## config.mk

```make
export PLATFORM = sky130hd
export DESIGN_NAME = ctl_status_writer_flat
export DESIGN_NICKNAME = d
export VERILOG_FILES = /design/src/rtl/ctl_status_writer_if.sv /design/src/rtl/ctl_status_writer.sv /design/src/flat_wrapper.sv
export SDC_FILE = /design/constraint.sdc
export NUM_CORES = 1
export LEC_CHECK = 0
export BUFFER_PORTS_ARGS = -buffer_cell sky130_fd_sc_hd__buf_4
export CORE_AREA = 2 2 101 103
export DETAILED_ROUTE_END_ITERATION = 7
export DIE_AREA = 0 0 103 105
export PLACE_DENSITY = 0.87
export SYNTH_ARGS = -nofsm -noshare
export SYNTH_HDL_FRONTEND = slang
export SYNTH_SLANG_ARGS = --single-unit
```

## constraint.sdc

```tcl
create_clock -name clk -period 3.6 [get_ports clk]
set_input_delay 0.18 -clock clk [delete_from_list [all_inputs] [get_ports clk]]
set_output_delay 0.18 -clock clk [all_outputs]
set_load 0.01 [all_outputs]
```

## src/rtl/ctl_status_writer_if.sv

```systemverilog
// Status-writer bundle: live status inputs, BRAM write port and the REQ/GNT handshake.
// master = the writer itself; slave = the arbiter/BRAM/host side.
interface ctl_status_writer_if #(
  parameter int unsigned ADDR_WIDTH = 8
);
  logic                  trigger;
  logic                  thermo;
  logic                  force_fan;
  logic                  mod_segment;
  logic                  stm_segment;
  logic                  stm_mode;
  logic [14:0]           mod_idx;
  logic [12:0]           stm_idx;
  logic [31:0]           sys_time;
  logic                  bus_req;
  logic                  bus_gnt;
  logic                  bram_we;
  logic [ADDR_WIDTH-1:0] bram_addr;
  logic [15:0]           bram_din;
  logic                  busy;
  logic                  done;
  logic [15:0]           seq;

  modport master (
    input  trigger, thermo, force_fan, mod_segment, stm_segment, stm_mode,
    input  mod_idx, stm_idx, sys_time, bus_gnt,
    output bus_req, bram_we, bram_addr, bram_din, busy, done, seq
  );

  modport slave (
    output trigger, thermo, force_fan, mod_segment, stm_segment, stm_mode,
    output mod_idx, stm_idx, sys_time, bus_gnt,
    input  bus_req, bram_we, bram_addr, bram_din, busy, done, seq
  );
endinterface

```

## src/rtl/ctl_status_writer.sv

```systemverilog
// Snapshots live status and writes it to BRAM as a seqlock burst (odd SEQ, 5 data words, even SEQ).
// First write 3 cycles after trigger with GNT held; GNT low pauses the burst at the same word.
module ctl_status_writer #(
  parameter int unsigned           ADDR_WIDTH = 8,
  parameter logic [ADDR_WIDTH-1:0] BASE_ADDR  = 'h80,
  parameter logic [31:0]           PERIOD     = 32'd0
) (
  input  logic                    clk,
  input  logic                    rst,
  ctl_status_writer_if.master     bus
);

  typedef enum logic [1:0] {IDLE, REQ, WRITE} state_t;

  state_t                state_q, state_d;
  logic [2:0]            k_q, k_d;
  logic                  pend_q, pend_d;
  logic [31:0]           timer_q, timer_d;
  logic [15:0]           seq_q, seq_d;
  logic [4:0]            snap_flags_q, snap_flags_d;
  logic [14:0]           snap_mod_q, snap_mod_d;
  logic [12:0]           snap_stm_q, snap_stm_d;
  logic [31:0]           snap_time_q, snap_time_d;
  logic                  req_q, req_d;
  logic                  we_q, we_d;
  logic [ADDR_WIDTH-1:0] addr_q, addr_d;
  logic [15:0]           din_q, din_d;
  logic                  busy_q, busy_d;
  logic                  done_q, done_d;
  logic                  fire;
  logic                  trig;

  always_comb begin
    fire         = 1'b0;
    timer_d      = '0;
    state_d      = state_q;
    k_d          = k_q;
    seq_d        = seq_q;
    snap_flags_d = snap_flags_q;
    snap_mod_d   = snap_mod_q;
    snap_stm_d   = snap_stm_q;
    snap_time_d  = snap_time_q;
    req_d        = req_q;
    we_d         = 1'b0;
    addr_d       = addr_q;
    din_d        = din_q;
    busy_d       = busy_q;
    done_d       = 1'b0;

    // Free-running timer: keeps counting through bursts so the trigger cadence never drifts.
    if (PERIOD != 32'd0) begin
      fire    = (timer_q == PERIOD - 32'd1);
      timer_d = fire ? 32'd0 : timer_q + 32'd1;
    end
    trig   = bus.trigger | fire;
    pend_d = pend_q | (trig & (state_q != IDLE));

    unique case (state_q)
      IDLE: begin
        if (trig || pend_q) begin
          snap_flags_d = {bus.stm_mode, bus.stm_segment, bus.mod_segment, bus.force_fan, bus.thermo};
          snap_mod_d   = bus.mod_idx;
          snap_stm_d   = bus.stm_idx;
          snap_time_d  = bus.sys_time;
          pend_d       = 1'b0;
          k_d          = 3'd0;
          busy_d       = 1'b1;
          req_d        = 1'b1;
          state_d      = REQ;
        end
      end
      REQ: begin
        if (bus.bus_gnt) state_d = WRITE;
      end
      WRITE: begin
        if (k_q == 3'd7) begin
          seq_d   = seq_q + 16'd2;
          done_d  = 1'b1;
          req_d   = 1'b0;
          busy_d  = 1'b0;
          state_d = IDLE;
        end else if (bus.bus_gnt) begin
          we_d   = 1'b1;
          k_d    = k_q + 3'd1;
          addr_d = (k_q == 3'd6) ? BASE_ADDR : BASE_ADDR + ADDR_WIDTH'(k_q);
          unique case (k_q)
            3'd0:    din_d = seq_q + 16'd1;
            3'd1:    din_d = {11'b0, snap_flags_q};
            3'd2:    din_d = {1'b0, snap_mod_q};
            3'd3:    din_d = {3'b0, snap_stm_q};
            3'd4:    din_d = snap_time_q[15:0];
            3'd5:    din_d = snap_time_q[31:16];
            default: din_d = seq_q + 16'd2;
          endcase
        end
      end
      default: state_d = IDLE;
    endcase
  end

  always_ff @(posedge clk or posedge rst) begin
    if (rst) begin
      state_q      <= IDLE;
      k_q          <= '0;
      pend_q       <= 1'b0;
      timer_q      <= '0;
      seq_q        <= '0;
      snap_flags_q <= '0;
      snap_mod_q   <= '0;
      snap_stm_q   <= '0;
      snap_time_q  <= '0;
      req_q        <= 1'b0;
      we_q         <= 1'b0;
      addr_q       <= '0;
      din_q        <= '0;
      busy_q       <= 1'b0;
      done_q       <= 1'b0;
    end else begin
      state_q      <= state_d;
      k_q          <= k_d;
      pend_q       <= pend_d;
      timer_q      <= timer_d;
      seq_q        <= seq_d;
      snap_flags_q <= snap_flags_d;
      snap_mod_q   <= snap_mod_d;
      snap_stm_q   <= snap_stm_d;
      snap_time_q  <= snap_time_d;
      req_q        <= req_d;
      we_q         <= we_d;
      addr_q       <= addr_d;
      din_q        <= din_d;
      busy_q       <= busy_d;
      done_q       <= done_d;
    end
  end

  assign bus.bus_req   = req_q;
  assign bus.bram_we   = we_q;
  assign bus.bram_addr = addr_q;
  assign bus.bram_din  = din_q;
  assign bus.busy      = busy_q;
  assign bus.done      = done_q;
  assign bus.seq       = seq_q;

endmodule

```

## src/flat_wrapper.sv

```systemverilog
// flat-port wrapper written by rule: the top's interface ports become plain ports
module ctl_status_writer_flat 
#(
  parameter int unsigned           ADDR_WIDTH = 8,
  parameter logic [ADDR_WIDTH-1:0] BASE_ADDR  = 'h80,
  parameter logic [31:0]           PERIOD     = 32'd0
)
  (clk, rst, bus_trigger, bus_thermo, bus_force_fan, bus_mod_segment, bus_stm_segment, bus_stm_mode, bus_mod_idx, bus_stm_idx, bus_sys_time, bus_bus_gnt, bus_bus_req, bus_bram_we, bus_bram_addr, bus_bram_din, bus_busy, bus_done, bus_seq);
  ctl_status_writer_if #(.ADDR_WIDTH(ADDR_WIDTH)) bus_i ();
  input  logic clk;
  input  logic rst;
  input wire logic [$bits(bus_i.trigger)-1:0] bus_trigger;
  input wire logic [$bits(bus_i.thermo)-1:0] bus_thermo;
  input wire logic [$bits(bus_i.force_fan)-1:0] bus_force_fan;
  input wire logic [$bits(bus_i.mod_segment)-1:0] bus_mod_segment;
  input wire logic [$bits(bus_i.stm_segment)-1:0] bus_stm_segment;
  input wire logic [$bits(bus_i.stm_mode)-1:0] bus_stm_mode;
  input wire logic [$bits(bus_i.mod_idx)-1:0] bus_mod_idx;
  input wire logic [$bits(bus_i.stm_idx)-1:0] bus_stm_idx;
  input wire logic [$bits(bus_i.sys_time)-1:0] bus_sys_time;
  input wire logic [$bits(bus_i.bus_gnt)-1:0] bus_bus_gnt;
  output wire logic [$bits(bus_i.bus_req)-1:0] bus_bus_req;
  output wire logic [$bits(bus_i.bram_we)-1:0] bus_bram_we;
  output wire logic [$bits(bus_i.bram_addr)-1:0] bus_bram_addr;
  output wire logic [$bits(bus_i.bram_din)-1:0] bus_bram_din;
  output wire logic [$bits(bus_i.busy)-1:0] bus_busy;
  output wire logic [$bits(bus_i.done)-1:0] bus_done;
  output wire logic [$bits(bus_i.seq)-1:0] bus_seq;
  assign bus_i.trigger = bus_trigger;
  assign bus_i.thermo = bus_thermo;
  assign bus_i.force_fan = bus_force_fan;
  assign bus_i.mod_segment = bus_mod_segment;
  assign bus_i.stm_segment = bus_stm_segment;
  assign bus_i.stm_mode = bus_stm_mode;
  assign bus_i.mod_idx = bus_mod_idx;
  assign bus_i.stm_idx = bus_stm_idx;
  assign bus_i.sys_time = bus_sys_time;
  assign bus_i.bus_gnt = bus_bus_gnt;
  assign bus_bus_req = bus_i.bus_req;
  assign bus_bram_we = bus_i.bram_we;
  assign bus_bram_addr = bus_i.bram_addr;
  assign bus_bram_din = bus_i.bram_din;
  assign bus_busy = bus_i.busy;
  assign bus_done = bus_i.done;
  assign bus_seq = bus_i.seq;
  ctl_status_writer #(.ADDR_WIDTH(ADDR_WIDTH), .BASE_ADDR(BASE_ADDR), .PERIOD(PERIOD)) u_core (.clk(clk), .rst(rst), .bus(bus_i));
endmodule
```

==> flow_summary.toml <==
[run_status]
outcome = "finished, violations left"
violations = "negative hold slack"

[synthesis]
netlist-cell-type-count = 55
synth_top_family_by_area = "simple AND/OR/NAND/NOR gates"
synth_flop_cell = "dfrtp_1"
synth_area_mm2 = 0.00514
yosysWarnings = 0
postSynthCellCount = 577
yosys.area_share.adder_pct = 1.70
synth_xor_xnor_area_share_pct = 3.07
synth_edf_count = 0
ys_seq_area_share_pct = 53.0
synth.area.mux_share_pct = 1.29
synthSimpleGateAreaFrac_pct = 24.5
yosys_register_bits = 109
synth-compound-area-share_pct = 11.9
async_reset_ff_share_pct = 100
syn_area_per_cell_um2 = 8.91

[layout]
n_antenna_cell = 0
drive_gt1_share_pct = 20.3
final_nets = 766
area_growth_pct = 25.6
mostFrequentLayoutCells = "236 x nand2_1, 115 x buf_4, 109 x dfrtp_1"
layout_commonest_cell = "nand2_1"

[timing]
hold_viol = 3
final-max-slew-violation-count = 0
rsz0062_at_grt = "false"
setup_viol = 0
skew_ns = 0.0157
whs_ns = -0.00807
fin_crit_sh_pct = 76.6
setup_tns_ns = 0
tightestPinTransition_ns = 1.02
fmax_mhz = 363
finalWorstPathRequiredPeriod_ns = 2.76
max-slew-margin-rel_pct = 32.0

[clock_tree]
root_buffer = "clkbuf_8"
clk_latency_ns = 0.38
cts_buffers = 9
cts-resized-gates = 0
cts_max_path_buffers = 2
htreeDepth = 3
cts_setup_buffers = 0
clock_sinks = 109
clk_pin_slew_worst_paths_ns = 0.12
cts_tree = "done"

[floorplanning]
std_cell_rows = 36
die_w_um = 103
pin_count = 113
start_util_pct = 53.3
die-area_mm2 = 0.0108
die_h_um = 105
core_mm2 = 0.00964

[worst_setup_path]
max_stage_delay_ns = 0.48
crit_buf_inv = 0
crit_fanout = 14
cpLargestDelayFamily = "simple AND/OR/NAND/NOR gates"
cp_slowest_cell = "or3_4"
critical_path_class = "reg2reg"
critPathArrivalTime_ns = 3.02
cp.required_ns = 3.87
path_common_cell = "ha_1"
end_kind = "flop"
cp-start-kind = "flop"
crit_chain = "ha_1, ha_1, or3_4, or2_1, or3_1, a32o_1"

[routing]
ant_nets = 0
via_per_inst = 5.55
wirelength_mm = 13.8
drtIter0Drc = 472
wire_per_inst_um = 16.6
dr_total_vias = 4593
drtPass1Iterations = 5
drc_errors = 0

[global_route]
grt_max_degree = 86
gr-total-overflow = 0
grt_pass1_wl_mm = 22.2
grt.total_usage_pct = 26.4
grt_pass1_vias = 4409
antenna_found_initial = 0

[placed_design]
numPortBuffers = 107
place.gp.congestion = 0.865
place_hpwl_mm = 9.52

[hold_path]
hp-class = "in2reg"

[power_and_ir_drop]
vdd_ir_drop_max_v = 0.000404
leakage_nw = 3.26
power.density_mw_per_mm2 = 662

[job]
maxCapViolCount = 0
-- final cells by class --
| type | instances | area, µm² |
|---|---|---|
| clock buffer | 9 | 124 |
| clock inverter | 7 | 55.1 |
| fill | 820 | 3180 |
| inverter | 8 | 32.5 |
| multi-input combinational | 420 | 2220 |
| sequential | 109 | 2730 |
| tap | 133 | 166 |
| timing repair buffer | 142 | 1130 |
-- synth_stat cells, types with 4 or more instances --
master	number	area, µm²
nand2_1	236	886
dfrtp_1	109	2730
clkbuf_1	28	105
nand3_1	19	95.1
nor3_1	13	65.1
nor2_1	12	45.0
xnor2_1	11	96.3
o21ai_0	10	50.1
a21oi_1	9	45.0
a22o_1	9	78.8
o31ai_1	8	60.1
a221oi_1	7	61.3
ha_1	7	87.6
xor2_1	7	61.3
buf_2	6	30.0
buf_4	6	45.0
inv_1	6	22.5
a222oi_1	5	50.1
mux2_2	5	56.3
a22oi_1	4	30.0
a32oi_1	4	35.0
buf_1	4	15.0
-- per-layer routing --
| layer | GRT usage [%] | routed length [µm] | up-vias |
|---|---|---|---|
| li1 | - | - | 2167 |
| met5 | 0 | 0 | - |
| met1 | 38.9 | 6080 | 2156 |
| met4 | 8.55 | 354 | 0 |
| met2 | 39.0 | 6240 | 239 |
| met3 | 5.42 | 1100 | 31 |
-- worst min-delay path: stages --
cell	delay [ns]
buf_4	0.08
nand2_1	0.04
nand2_1	0.05
-- where the power goes --
group / total (W) / internal (W) / switching [W]
clock network: 0.000702 / 0.000262 / 0.000440
logic: 0.00156 / 0.000589 / 0.000970
registers: 0.00202 / 0.00169 / 0.000329
-- registers in the layout, summed over array words and instances, names as in the netlist --
name	flops
u_core.snap_time_q	32
u_core.bus.bram_din	16
u_core.bus.seq	15
u_core.snap_mod_q	15
u_core.snap_stm_q	13
u_core.snap_flags_q	5
u_core.bus.bram_addr	4
u_core.k_q	3
u_core.state_q	2
u_core.bus.bram_we	1
u_core.bus.bus_req	1
u_core.bus.done	1
u_core.pend_q	1
-- repair_timing --
| action | 4_1_cts | 5_1_grt |
|---|---|---|
| hold endpoints to repair | 25 | 2 |
| hold buffers | 25 | 2 |
| endpoints found under the setup margin | 0 | 0 |
-- cells by family (layout without fill, tap and decap cells) --
family	count (synthesis)	after routing
XOR/XNOR	18	18
flip-flops	109	109
AO/OA/AOI/OAI	80	80
other	1	5
adder cells (fa/ha/maj)	7	7
AND/OR/NAND/NOR	304	304
buffers and inverters	52	166
multiplexers	6	6
-- metrics by stage --
| step | util (%) | total power [W] | instance area (µm²) | std cells | setup slack, ns |
|---|---|---|---|---|---|
| 2_1_floorplan | - | 0.00298 | 5160 | 581 | 0.546 |
| 5_1_grt | 67.0 | 0.00457 | 6460 | 828 | 0.733 |
| 3_5_place_dp | 62.4 | 0.00356 | 6010 | 785 | 0.902 |
| 3_3_place_gp | 62.4 | 0.00347 | 6010 | 785 | 0.968 |
| 4_1_cts | 66.8 | 0.00427 | 6440 | 826 | 0.884 |
| 6_report | 67.0 | 0.00428 | 6460 | 828 | 0.843 |
-- worst paths after layout --
kind                                                     start  cells after the start                             endpoint  slack (ns)
setup / recovery                     u_core.k_q[0]$_DFFE_PP0P_                      6  u_core.bus.bram_din[12]$_DFFE_PP0P_        0.84
hold / removal                                      bus_thermo                      3   u_core.snap_flags_q[0]$_DFFE_PP0P_      -0.008
setup reg to reg                     u_core.k_q[0]$_DFFE_PP0P_                      6  u_core.bus.bram_din[12]$_DFFE_PP0P_        0.84
hold reg to reg            u_core.bus.bram_addr[0]$_DFFE_PP0P_                      2  u_core.bus.bram_addr[0]$_DFFE_PP0P_        0.48
max in group asynchronous                                  rst                      3   u_core.snap_time_q[28]$_DFFE_PP0P_        2.76
min in group asynchronous                                  rst                      2  u_core.bus.bram_addr[1]$_DFFE_PP0P_        0.04
(Power assumes the default switching activity.)
